**config.mk**
```make
export PLATFORM = sky130hd
export DESIGN_NAME = reset_seq
export DESIGN_NICKNAME = d
export VERILOG_FILES = /design/src/rtl/reset_seq.sv
export SDC_FILE = /design/constraint.sdc
export NUM_CORES = 1
export LEC_CHECK = 0
export BUFFER_PORTS_ARGS = -buffer_cell sky130_fd_sc_hd__buf_2
export CAP_MARGIN = 15
export CORE_MARGIN = 3
export CORE_UTILIZATION = 55
export DETAILED_ROUTE_END_ITERATION = 8
export PLACE_DENSITY = 0.75
export SLEW_MARGIN = 0
export SYNTH_ARGS = -nofsm -noshare
export SYNTH_HDL_FRONTEND = slang
export SYNTH_SLANG_ARGS = --single-unit
```
**constraint.sdc**
```tcl
create_clock -name clk -period 7.66 [get_ports clk]
set_clock_uncertainty 0.2 [all_clocks]
set_input_delay 0.766 -clock clk [delete_from_list [all_inputs] [get_ports clk]]
set_output_delay 0.766 -clock clk [all_outputs]
set_load 0.05 [all_outputs]
```
**src/rtl/reset_seq.sv**
```systemverilog
// Reset sequencer beside the PLL: qualifies pll_lock through a synchroniser and
// a stability filter, then releases NUM_OUT reset domains one at a time.
module reset_seq #(
    parameter int NUM_OUT     = 3,
    parameter int SYNC_STAGES = 2,
    parameter int LOCK_FILTER = 16,
    parameter int HOLD_CYCLES = 64,
    parameter int STAGE_GAP   = 8,
    parameter int CNT_W       = 16
) (
    input  logic               clk,
    input  logic               NRST,
    input  logic               pll_lock,
    input  logic               sw_reset,
    output logic [NUM_OUT-1:0] reset,
    output logic               ready,
    output logic [1:0]         state,
    output logic [7:0]         lock_loss_cnt
);

    localparam int STG_W = (NUM_OUT > 1) ? $clog2(NUM_OUT) : 1;

    typedef enum logic [1:0] {
        WAIT_LOCK = 2'd0,
        HOLD      = 2'd1,
        RELEASE   = 2'd2,
        RUN       = 2'd3
    } state_t;

    state_t                 state_q, state_d;
    logic [CNT_W-1:0]       cnt_q, cnt_d;
    logic [STG_W-1:0]       stg_q, stg_d;
    logic [NUM_OUT-1:0]     reset_q, reset_d;
    logic                   ready_q, ready_d;
    logic [7:0]             loss_q, loss_d;
    logic [SYNC_STAGES-1:0] sync_q;
    logic                   lock_s;

    // NOTE: sequential state uses non-blocking assignments so every flop samples
    // the pre-edge value of its neighbours, which is what makes the chain a
    // real shift register instead of collapsing into one stage.
    always_ff @(posedge clk or negedge NRST) begin
        if (!NRST) begin
            sync_q <= '0;
        end else begin
            sync_q <= {sync_q[SYNC_STAGES-2:0], pll_lock};
        end
    end

    assign lock_s = sync_q[SYNC_STAGES-1];

    // NOTE: every signal driven here gets its hold value first, so no path
    // through the case leaves it unassigned and no latch is inferred.
    always_comb begin
        state_d = state_q;
        cnt_d   = cnt_q;
        stg_d   = stg_q;
        reset_d = reset_q;
        ready_d = ready_q;
        loss_d  = loss_q;

        // Aborts outrank the normal sequence; lock loss outranks sw_reset.
        if (state_q != WAIT_LOCK && !lock_s) begin
            state_d = WAIT_LOCK;
            cnt_d   = '0;
            stg_d   = '0;
            reset_d = '1;
            ready_d = 1'b0;
            if (loss_q != 8'hFF) begin
                loss_d = loss_q + 8'd1;
            end
        end else if (state_q != WAIT_LOCK && sw_reset) begin
            state_d = HOLD;
            cnt_d   = '0;
            stg_d   = '0;
            reset_d = '1;
            ready_d = 1'b0;
        end else begin
            case (state_q)
                WAIT_LOCK: begin
                    if (!lock_s) begin
                        cnt_d = '0;
                    end else if (cnt_q == CNT_W'(LOCK_FILTER - 1)) begin
                        state_d = HOLD;
                        cnt_d   = '0;
                    end else begin
                        cnt_d = cnt_q + 1'b1;
                    end
                end
                HOLD: begin
                    if (cnt_q == CNT_W'(HOLD_CYCLES - 1)) begin
                        state_d = RELEASE;
                        cnt_d   = '0;
                        stg_d   = '0;
                    end else begin
                        cnt_d = cnt_q + 1'b1;
                    end
                end
                RELEASE: begin
                    if (cnt_q == CNT_W'(STAGE_GAP - 1)) begin
                        cnt_d = '0;
                        for (int i = 0; i < NUM_OUT; i++) begin
                            if (stg_q == STG_W'(i)) begin
                                reset_d[i] = 1'b0;
                            end
                        end
                        // Last domain released: ready rises on the same edge.
                        if (stg_q == STG_W'(NUM_OUT - 1)) begin
                            state_d = RUN;
                            ready_d = 1'b1;
                        end else begin
                            stg_d = stg_q + 1'b1;
                        end
                    end else begin
                        cnt_d = cnt_q + 1'b1;
                    end
                end
                default: begin
                    // RUN holds everything until an abort.
                end
            endcase
        end
    end

    // NOTE: every flop, including the reset vector, is cleared by NRST so the
    // domains come up asserted the instant NRST falls, without a clock.
    always_ff @(posedge clk or negedge NRST) begin
        if (!NRST) begin
            state_q <= WAIT_LOCK;
            cnt_q   <= '0;
            stg_q   <= '0;
            reset_q <= '1;
            ready_q <= 1'b0;
            loss_q  <= '0;
        end else begin
            state_q <= state_d;
            cnt_q   <= cnt_d;
            stg_q   <= stg_d;
            reset_q <= reset_d;
            ready_q <= ready_d;
            loss_q  <= loss_d;
        end
    end

    assign reset         = reset_q;
    assign ready         = ready_q;
    assign state         = state_q;
    assign lock_loss_cnt = loss_q;

endmodule

```
==> results.md, run 1 <==
* Result of the run: completed
* Combinational share of power at 0.437
* Post-cts repair resize count at 0
* Tmin final at 2920 ps
* Site row count at 20
* Internal power at 0.329 mW
* Worst EP required at between 7000 and 8000 ps
* Max clock buf depth at 2
* Post-Syn Area per Cell at 10.2 sq um
* Capturing element type of the critical path: flip-flop
* RSZ-0062 raised after global routing: no
* Area occupied by registers at 855 sq um
* Net load switching power at 0.269 mW
* Maximum achievable frequency at between 300 and 400 MHz
* Relative contribution of the clock network to total power at 0.176
* Die span in y at 64.2 um
* Count of H-tree levels built during CTS at 2
* Share of cells above drive strength 1 at 0.160
* Count of boundary I/O pins at 18
* Drt first pass iters at 4
* Max VDD drop at around 230 uV
* FF+latch count, synth at 34
* DRC Markers at 0
* Mapped Nets at 195
* Wirelength per Cell at approximately 14 um
* Kind of start point of the critical path: flip-flop
* Depth of the most critical reg-to-reg path at 5
* Static Leakage at 0.894 nW
* Overall via count from detail_route at 1405
* Power density normalized to cell area at 292 nW/um^2
* Half-perimeter wire length after detailed placement at roughly 2500 um
* Hold buffer count at cts at 0
* Antenna fix cells at 0
* Inserted Clock Buffers at 5
* Most frequent standard cell in the layout excluding fill and tap cells: sky130_fd_sc_hd__dfrtp_1
* Total Wirelength at 3570 um
* Mapped Cells at roughly 180
* Worst path arrival time at between 2000 and 3000 ps
* Sequential area share after synthesis at 0.458
* # clock sinks at 34
* Synth async-reset ratio at 1.00
* Setup violators final at 0
* Antenna Nets Post-Route at 0
* Final Max Slew Viols at 0
* Remaining global-route overflow at 0
* CP Max Fanout at 16
* Hold depth at 0
* Number of buffers inserted by post-CTS setup repair at 0
* Critical setup path kind: flip-flop to flip-flop
* Placer Congestion at 0.859
* Nets at 217
* Commonest cells after routing, fill and taps aside: sky130_fd_sc_hd__dfrtp_1, sky130_fd_sc_hd__nor2_1, sky130_fd_sc_hd__nand2_1, sky130_fd_sc_hd__buf_2, sky130_fd_sc_hd__xnor2_1
* Post-detailed-route via-to-cell ratio at 5.62
* Largest net degree at the start of global routing at 35
* Sum Neg Setup Slack at 0 ps
* Fin crit share at 0.381
* Dominant register cell in the synthesized netlist: sky130_fd_sc_hd__dfrtp_1
* Effective utilization at floorplan at 0.592
* Width of the die at 64.2 um
* Number of I/O port buffers at 17
* Insertion delay of the later-clocked pin in the worst-skew pair at 350 ps
* Area growth from synthesis to layout at 9.93%
* Fraction of power consumed by sequential logic at 0.387
* Max capacitance violation total at 0
* Reg clk slew, reported paths at 100 ps
* Core region area at roughly 3200 sq um
* Number of distinct standard cells referenced by the synthesized netlist at 44
* Transition at the pin with the smallest max-transition slack at 745 ps
* Layout fillers at ~280
* Number of endpoints with negative hold slack in the final report at 0
* Multi-input combinational cell area at just under 1000 sq um
* DR iter-0 viols at ~120
* Warnings, synthesis at 0
* TritonCTS clock tree: yes
* Type of the most critical hold path: flip-flop to flip-flop
* Mapped Area at 1870 sq um
* First-pass GRT wire length at 6580 um
* Overall global routing resource usage at 0.206
* Die Footprint at 4130 sq um
* Buffer cell driving the clock tree root: sky130_fd_sc_hd__clkbuf_4
* Post-synth EDFFs at 0
* Antenna violations before repair at 0
* Post-layout power at 0.599 mW
* Slew HR at 0.503
* Net Sw Frac at 0.450
* Via count of the first global-routing pass at about 1400
==> critical path, stage by stage (launching register included) <==
cell and delay, ps:
sky130_fd_sc_hd__dfrtp_1 430, sky130_fd_sc_hd__or4_4 590, sky130_fd_sc_hd__o41a_1 520, sky130_fd_sc_hd__o21bai_4 230, sky130_fd_sc_hd__a311oi_4 690, sky130_fd_sc_hd__nor2_1 120
==> power groups by stage <==
stage          clock (mW)  sequential, mW  combinational [mW]
2_1_floorplan           0           0.284               0.158
3_3_place_gp            0           0.231               0.254
3_5_place_dp            0           0.234               0.261
4_1_cts             0.108           0.231               0.262
5_1_grt             0.119           0.235               0.291
6_report            0.106           0.232               0.262
==> registers in the layout, indices dropped and copies added (netlist names) <==
register,count
lock_loss_cnt,8
cnt_q,16
sync_q,2
ready,1
stg_q,2
state,2
reset,3
==> final timing paths <==
path / from / to / slack, ps
hold / removal: sync_q[0] / sync_q[1] / 180
max in group asynchronous: NRST / lock_loss_cnt[1] / 6500
setup / recovery: cnt_q[10] / cnt_q[3] / 4740
hold reg to reg: sync_q[0] / sync_q[1] / 180
setup reg to reg: cnt_q[10] / cnt_q[3] / 4740
min in group asynchronous: NRST / stg_q[0] / 270
==> area by class of cell <==
| cell class | instances | area share |
|---|---|---|
| Multi-Input combinational cell | 140 | 0.473 |
| Clock buffer | 7 | 0.0268 |
| Inverter | 7 | 0.0128 |
| Clock inverter | 1 | 0.00244 |
| Sequential cell | 34 | 0.417 |
| Timing Repair Buffer | 17 | 0.0415 |
| Tap cell | 44 | 0.0268 |
==> kinds of logic after synthesis <==
kind of cell | Yosys count | share of synthesized area
AND/OR/NAND/NOR | 84 | 0.237
flip-flops | 34 | 0.458
AO/OA/AOI/OAI | 23 | 0.109
XOR/XNOR | 22 | 0.103
buffers and inverters | 9 | 0.0221
adder cells (fa/ha/maj) | 8 | 0.0537
multiplexers | 3 | 0.0168
==> synth_stat cells (2+ instances only) <==
| cell | instances | area, sq um |
|---|---|---|
| sky130_fd_sc_hd__or4_4 | 2 | 22.5 |
| sky130_fd_sc_hd__nand3_1 | 9 | 45.0 |
| sky130_fd_sc_hd__and3_1 | 2 | 12.5 |
| sky130_fd_sc_hd__a21o_1 | 4 | 30.0 |
| sky130_fd_sc_hd__and2_1 | 3 | 18.8 |
| sky130_fd_sc_hd__a21oi_1 | 5 | 25.0 |
| sky130_fd_sc_hd__nand2b_1 | 2 | 12.5 |
| sky130_fd_sc_hd__nor4_1 | 2 | 12.5 |
| sky130_fd_sc_hd__inv_1 | 7 | 26.3 |
| sky130_fd_sc_hd__ha_1 | 8 | 100 |
| sky130_fd_sc_hd__nor2_1 | 27 | 101 |
| sky130_fd_sc_hd__nand4_1 | 7 | 43.8 |
| sky130_fd_sc_hd__dfstp_2 | 3 | 78.8 |
| sky130_fd_sc_hd__nor3_1 | 3 | 15.0 |
| sky130_fd_sc_hd__xor2_1 | 10 | 87.6 |
| sky130_fd_sc_hd__nand2_1 | 17 | 63.8 |
| sky130_fd_sc_hd__xnor2_1 | 12 | 105 |
| sky130_fd_sc_hd__dfrtp_1 | 31 | 776 |
| sky130_fd_sc_hd__o21ai_0 | 2 | 10.0 |
| sky130_fd_sc_hd__and4_1 | 2 | 17.5 |
| sky130_fd_sc_hd__mux2i_1 | 2 | 20.0 |
==> through the flow <==
step	cells	setup WS [ps]	cell area, sq um	utilization	hold slack (ps)
final	250	4740	2050	0.650	180
after global routing	250	4530	2050	0.650	199
after CTS	250	4710	2050	0.650	184
after detailed placement	242	4740	1990	0.631	150
after global placement	242	4780	1990	0.631	140
after floorplan	183	5050	1870	-	131
==> metal layers <==
layer / vias up / part of all wire / track usage
li1: 686 / - / -
met1: 681 / 0.48 / 0.278
met2: 32 / 0.45 / 0.312
met3: 6 / 0.045 / 0.0510
met4: 0 / 0.018 / 0.0923
met5: - / 0 / 0
Note: power is estimated with default switching activity, not from simulation.
==> run 2: changes to the inputs <==
--- a/config.mk
+++ b/config.mk
@@ -5,10 +5,11 @@
 export SDC_FILE = /design/constraint.sdc
 export NUM_CORES = 1
 export LEC_CHECK = 0
+export ABC_AREA = 1
 export BUFFER_PORTS_ARGS = -buffer_cell sky130_fd_sc_hd__buf_2
 export CAP_MARGIN = 15
 export CORE_MARGIN = 3
-export CORE_UTILIZATION = 55
+export CORE_UTILIZATION = 53
 export DETAILED_ROUTE_END_ITERATION = 8
 export PLACE_DENSITY = 0.75
 export SLEW_MARGIN = 0
==> constraint.sdc (replaced) <==
create_clock -name clk -period 2.6 [get_ports clk]
set_clock_uncertainty 0.2 [all_clocks]
set_input_delay 0.26 -clock clk [delete_from_list [all_inputs] [get_ports clk]]
set_output_delay 0.26 -clock clk [all_outputs]
set_load 0.05 [all_outputs]
==> results.md, run 2 <==
* Depth of the most critical reg-to-reg path at 9
* Width of the die at 68.4 um
* Via count of the first global-routing pass at 1535
* Final Max Slew Viols at 0
* Post-layout power at 2.03 mW
* Buffer cell driving the clock tree root: sky130_fd_sc_hd__clkbuf_8
* Wirelength per Cell at 12.3 um
* Transition at the pin with the smallest max-transition slack at 749 ps
* Max clock buf depth at 2
* Max capacitance violation total at 0
* Warnings, synthesis at 0
* Area occupied by registers at 855 sq um
* Worst flop-to-flop path endpoint: cnt_q[10]
* # clock sinks at 34
* Kind of start point of the critical path: flip-flop
* Worst path arrival time at roughly 2100 ps
* Sequential area share after synthesis at 0.414
* FF+latch count, synth at 34
* Fraction of power consumed by sequential logic at 0.334
* Drt first pass iters at 4
* Mapped Nets at 256
* Mapped Area at around 2100 sq um
* Relative contribution of the clock network to total power at 0.234
* Combinational share of power at 0.432
* Overall via count from detail_route at 1636
* Total cell area at the placement stage at 2190 sq um
* RSZ-0062 raised after global routing: no
* Largest area contributor in the netlist: sky130_fd_sc_hd__dfrtp_1
* Min-Delay Endpoint: sync_q[1]
* DRC Markers at 0
* Post-detailed-route via-to-cell ratio at ~5.2
* Commonest cells after routing, fill and taps aside: sky130_fd_sc_hd__nand2_1, sky130_fd_sc_hd__dfrtp_1, sky130_fd_sc_hd__nor2_1
* Insertion delay of the later-clocked pin in the worst-skew pair at between 200 and 300 ps
* Net load switching power at 0.892 mW
* Max reg flops at 16
* Hold depth at 0
* Static Leakage at 1.03 nW
* Top-area cell type share of the netlist area at 0.376
* Antenna violations before repair at 0
* Cell types with the largest area share after synthesis: sky130_fd_sc_hd__dfrtp_1, sky130_fd_sc_hd__nand2_1, sky130_fd_sc_hd__ha_1, sky130_fd_sc_hd__a21oi_2, sky130_fd_sc_hd__nor2_1
* Met3 Usage GRT at 0.0591
* Worst EP required at 2620 ps
* Result of the run: completed
* CP Max Fanout at 27
* Largest net degree at the start of global routing at 35
* Layout fillers at 339
* Internal power at 1.14 mW
* Type of the most critical hold path: flip-flop to flip-flop
* Dominant register cell in the synthesized netlist: sky130_fd_sc_hd__dfrtp_1
* Beginning of the worst hold path: sync_q[0]
* Post-Syn Area per Cell at 8.46 sq um
* Reg clk slew, reported paths at 70 ps
* Power density normalized to cell area at 877 nW/um^2
* Area growth from synthesis to layout at 12.1%
* Max VDD drop at 553 uV
* Inserted Clock Buffers at 5
* Nets at 280
* Number of distinct standard cells referenced by the synthesized netlist at 34
* Critical setup path kind: flip-flop to flip-flop
* Count of boundary I/O pins at 18
* Maximum achievable frequency at roughly 470 MHz
* Fin area at 2310 sq um
* Most common cell in the synthesized netlist: sky130_fd_sc_hd__nand2_1
* Antenna fix cells at 0
* Placer Congestion at roughly 0.90
* Post-synth EDFFs at 0
* First-pass GRT wire length at 6650 um
* Met1 Track Usage GR at 0.232
* Multi-input combinational cell area at 1080 sq um
* Effective utilization at floorplan at 0.556
* DR iter-0 viols at 82
* Die Footprint at 4680 sq um
* Net Sw Frac at 0.440
* Count of H-tree levels built during CTS at 2
* Flop-to-flop setup slack at 490 ps
* Mapped Cells at 244
* Overall global routing resource usage at 0.193
* Largest Register: cnt_q
* Reg2reg start: state[0]
* Most numerous cell types in the synthesized netlist: sky130_fd_sc_hd__nand2_1, sky130_fd_sc_hd__dfrtp_1, sky130_fd_sc_hd__nor2_1
* Antenna Nets Post-Route at 0
* Met2 GRT Util at 0.321
* Share of cells above drive strength 1 at 0.253
* Site row count at 22
* Half-perimeter wire length after detailed placement at between 2000 and 3000 um
* Busiest layer in global routing: met2
* Capturing element type of the critical path: flip-flop
* Setup violators final at 0
* Sum Neg Setup Slack at 0 ps
* Fin crit share at 0.813
* Slew HR at 0.501
* Core region area at 3720 sq um
* Most frequent standard cell in the layout excluding fill and tap cells: sky130_fd_sc_hd__nand2_1
* Synth async-reset ratio at 1.00
* Tmin final at about 2100 ps
* Number of I/O port buffers at 17
* TritonCTS clock tree: yes
* Die span in y at a little under 70 um
* Number of endpoints with negative hold slack in the final report at 0
* Total Wirelength at 3890 um
* Post-cts repair resize count at 0
* Remaining global-route overflow at 0
-- run 2: cell count changes in the layout (fill, tap and decap cells not counted), moves of 4 or more --
cell	change
sky130_fd_sc_hd__nand2_1	+34
sky130_fd_sc_hd__clkbuf_4	-5
sky130_fd_sc_hd__nand2_2	+11
sky130_fd_sc_hd__o21ai_1	+4
sky130_fd_sc_hd__nor2_2	+6
sky130_fd_sc_hd__xnor2_1	-6
sky130_fd_sc_hd__inv_1	+15
sky130_fd_sc_hd__a21o_1	-4
sky130_fd_sc_hd__clkbuf_8	+4
sky130_fd_sc_hd__a21oi_2	+11
-- run 2: timing repair --
item                      4_1_cts  5_1_grt
buffers inserted                0        0
hold endpoints to repair       32        0
hold buffers                    2        0
-- run 2: cell families (layout without fill, tap and decap cells) --
logic type | Yosys count | count (layout) | share of synthesized area
and+or+nand+nor | 126 | 126 | 0.304
DFF | 34 | 34 | 0.414
muxes | 2 | 2 | 0.0109
adders and majority gates | 8 | 8 | 0.0485
AOI/OAI and AO/OA | 28 | 28 | 0.0897
xor gates and xnor gates | 16 | 16 | 0.0679
buffers and inverters | 30 | 55 | 0.0649
-- run 2: area by class of cell --
type / count / area share
Multi-Input combinational cell: 180 / 0.465
Clock inverter: 1 / 0.0130
Clock buffer: 7 / 0.0330
Sequential cell: 34 / 0.369
Timing Repair Buffer: 20 / 0.0487
Tap cell: 48 / 0.0260
Inverter: 27 / 0.0449
-- run 2: how the worst max path moves through the flow --
stage	start	end	slack (ps)	cells past startpoint
after floorplan	state[1]	state[0]	420	11
after global placement	state[0]	state[1]	530	10
after detailed placement	state[0]	cnt_q[10]	470	9
after CTS	state[0]	cnt_q[10]	460	9
after global routing	state[0]	cnt_q[15]	250	11
final	state[0]	cnt_q[10]	490	9
-- run 2: critical path, stage by stage (launching register included) --
cell and delay (ps):
sky130_fd_sc_hd__dfrtp_1 420, sky130_fd_sc_hd__inv_1 90, sky130_fd_sc_hd__ha_1 250, sky130_fd_sc_hd__nor2_1 100, sky130_fd_sc_hd__nand4_2 80, sky130_fd_sc_hd__buf_4 320, sky130_fd_sc_hd__nand3_1 200, sky130_fd_sc_hd__xnor2_1 220
sky130_fd_sc_hd__inv_1 60, sky130_fd_sc_hd__a21oi_1 100
-- run 2: stage by stage --
stage | util | cells | hold WS, ps | worst slack (ps)
floorplan | - | 244 | -236 | 425
global placement | 0.589 | 307 | 134 | 529
detailed placement | 0.589 | 307 | 138 | 474
CTS | 0.623 | 317 | 153 | 464
global route | 0.623 | 317 | 170 | 245
finish | 0.623 | 317 | 153 | 487
-- run 2: layer usage --
metal	share of wire	wire [um]
met3	0.049	189
met1	0.45	1760
met5	0	0
met4	0.018	70
met2	0.48	1860
-- run 2: power by group through the flow --
stage	registers (mW)	clock network, mW	logic [mW]
2_1_floorplan	0.838	0	0.594
3_5_place_dp	0.687	0	0.882
5_1_grt	0.691	0.513	0.979
6_report	0.677	0.475	0.876
3_3_place_gp	0.681	0	0.867
4_1_cts	0.678	0.487	0.887
==> run 3: changes to the inputs <==
--- a/config.mk
+++ b/config.mk
@@ -9,9 +9,9 @@
 export BUFFER_PORTS_ARGS = -buffer_cell sky130_fd_sc_hd__buf_2
 export CAP_MARGIN = 15
 export CORE_MARGIN = 3
-export CORE_UTILIZATION = 53
+export CORE_UTILIZATION = 55
 export DETAILED_ROUTE_END_ITERATION = 8
-export PLACE_DENSITY = 0.75
+export PLACE_DENSITY = 0.74
 export SLEW_MARGIN = 0
 export SYNTH_ARGS = -nofsm -noshare
 export SYNTH_HDL_FRONTEND = slang
==> constraint.sdc (replaced) <==
create_clock -name clk -period 2.17 [get_ports clk]
set_clock_uncertainty 0.2 [all_clocks]
set_input_delay 0.217 -clock clk [delete_from_list [all_inputs] [get_ports clk]]
set_output_delay 0.217 -clock clk [all_outputs]
set_load 0.05 [all_outputs]
==> results.md, run 3 (synthesized netlist as in run 2, its figures left out) <==
* CP Max Fanout at 26
* Nets at 282
* Placed Cells incl. Taps at 307
* RSZ-0062 raised after global routing: no
* Worst EP required at 2190 ps
* Site row count at 21
* Net load switching power at 1.10 mW
* Antenna violations before repair at 0
* Result of the run: completed
* Layout fillers at 305
* Type of the most critical hold path: primary input to flip-flop
* Combinational share of power at 0.462
* Number of I/O port buffers at 17
* Final Max Slew Viols at 0
* Internal power at 1.31 mW
* Area occupied by registers at 856 sq um
* Setup violators final at 0
* Min-Delay Endpoint: ready
* Number of buffers inserted by post-CTS setup repair at 0
* Post-layout worst setup margin at ~230 ps
* Critical setup path kind: flip-flop to flip-flop
* Power density normalized to cell area at about 1000 nW/um^2
* Worst flop-to-flop path endpoint: cnt_q[15]
* Reg2reg start: state[1]
* Commonest cells after routing, fill and taps aside: sky130_fd_sc_hd__nand2_1, sky130_fd_sc_hd__dfrtp_1, sky130_fd_sc_hd__nor2_1
* TritonCTS clock tree: yes
* Net Sw Frac at 0.456
* Remaining global-route overflow at 0
* Effective utilization at floorplan at 0.595
* Beginning of the worst hold path: sw_reset
* Finished Layout Cells at around 320
* Static Leakage at 1.04 nW
* Largest net degree at the start of global routing at 35
* Transition at the pin with the smallest max-transition slack at around 750 ps
* Die span in y at 67.3 um
* Via count of the first global-routing pass at about 1500
* # clock sinks at 34
* Max VDD drop at 645 uV
* Max clock buf depth at 2
* Relative contribution of the clock network to total power at 0.205
* Sum Neg Setup Slack at 0 ps
* Area growth from synthesis to layout at 12.9%
* Core region area at 3470 sq um
* Slew HR at 0.498
* Largest Register: cnt_q
* Kind of start point of the critical path: flip-flop
* Flop-to-flop setup slack at 230 ps
* DRC Markers at 0
* Multi-input combinational cell area at about 1100 sq um
* Count of H-tree levels built during CTS at 2
* Inserted Clock Buffers at 5
* Depth of the most critical reg-to-reg path at 11
* Drt first pass iters at 4
* Insertion delay of the later-clocked pin in the worst-skew pair at 290 ps
* Max reg flops at 16
* Total Wirelength at 3930 um
* Capturing element type of the critical path: flip-flop
* Maximum achievable frequency at 516 MHz
* Placer Congestion at 0.823
* Overall via count from detail_route at ~1600
* Post-detailed-route via-to-cell ratio at 5.08
* First-pass GRT wire length at 6810 um
* Antenna Nets Post-Route at 0
* Half-perimeter wire length after detailed placement at 2860 um
* Width of the die at 67.3 um
* Placement-stage worst setup slack at 231 ps
* Die Footprint at 4520 sq um
* Max capacitance violation total at 0
* Wirelength per Cell at 12.4 um
* Hold depth at 4
* Share of cells above drive strength 1 at 0.273
* Number of endpoints with negative hold slack in the final report at 0
* Fin crit share at 0.892
* Overall global routing resource usage at 0.199
* Worst path arrival time at ~2000 ps
* Count of boundary I/O pins at 18
* DR iter-0 viols at 65
* Buffer cell driving the clock tree root: sky130_fd_sc_hd__clkbuf_8
* Tmin final at 1940 ps
* Antenna fix cells at 0
* Reg clk slew, reported paths at 70 ps
* Fraction of power consumed by sequential logic at 0.333
* Most frequent standard cell in the layout excluding fill and tap cells: sky130_fd_sc_hd__nand2_1
run 3: worst max-delay path by stage:
| stage | start | end | cells after the start |
|---|---|---|---|
| floorplan | state[0] | state[0] | 11 |
| global placement | state[1] | state[0] | 11 |
| detailed placement | state[1] | cnt_q[14] | 11 |
| CTS | state[1] | cnt_q[15] | 11 |
| global route | state[1] | cnt_q[15] | 11 |
| finish | state[1] | cnt_q[15] | 11 |
run 3: stage by stage:
stage	cell area [sq um]	util	power [mW]	hold slack (ps)
finish	2330	0.672	2.41	138
global route	2330	0.672	2.57	167
CTS	2330	0.671	2.42	117
detailed placement	2210	0.638	1.92	127
global placement	2210	0.638	1.90	125
floorplan	2070	-	1.72	-279
run 3: worst max-delay path: stages (launching register included):
cell                      delay, ps
sky130_fd_sc_hd__dfrtp_2        440
sky130_fd_sc_hd__inv_1          100
sky130_fd_sc_hd__ha_2           210
sky130_fd_sc_hd__nor2_1          70
sky130_fd_sc_hd__nand4_2        120
sky130_fd_sc_hd__buf_12         190
sky130_fd_sc_hd__nand2_1        110
sky130_fd_sc_hd__nor2_2         140
sky130_fd_sc_hd__nand2_1         70
sky130_fd_sc_hd__nand2_1         60
sky130_fd_sc_hd__nand2_1         50
sky130_fd_sc_hd__a21oi_2        100
run 3: repair_timing:
| item | in CTS | in global routing |
|---|---|---|
| resized for setup | 0 | 1 |
| hold buffers | 2 | 0 |
| endpoints found under the hold margin | 32 | 0 |
| setup endpoints to repair | 0 | 1 |
run 3: layout make-up:
type,instances,area share
clock inverter,2,0.00537
tap,46,0.0247
clock buffer,6,0.0354
timing repair buffer,22,0.0601
sequential,34,0.367
multi-input combinational,180,0.463
inverter,27,0.0446
run 3: power by group through the flow:
| stage | registers [mW] | clock network (mW) | logic (mW) |
|---|---|---|---|
| after global placement | 0.808 | 0 | 1.10 |
| after global routing | 0.818 | 0.532 | 1.22 |
| after CTS | 0.802 | 0.506 | 1.12 |
| after floorplan | 1.01 | 0 | 0.711 |
| final | 0.802 | 0.494 | 1.11 |
| after detailed placement | 0.813 | 0 | 1.11 |
run 3: metal layers:
layer,track usage,vias to the layer above,part of all wire
li1,-,843,-
met1,0.266,736,0.49
met2,0.321,25,0.46
met3,0.0449,7,0.038
met4,0.0608,0,0.014
met5,0,-,0
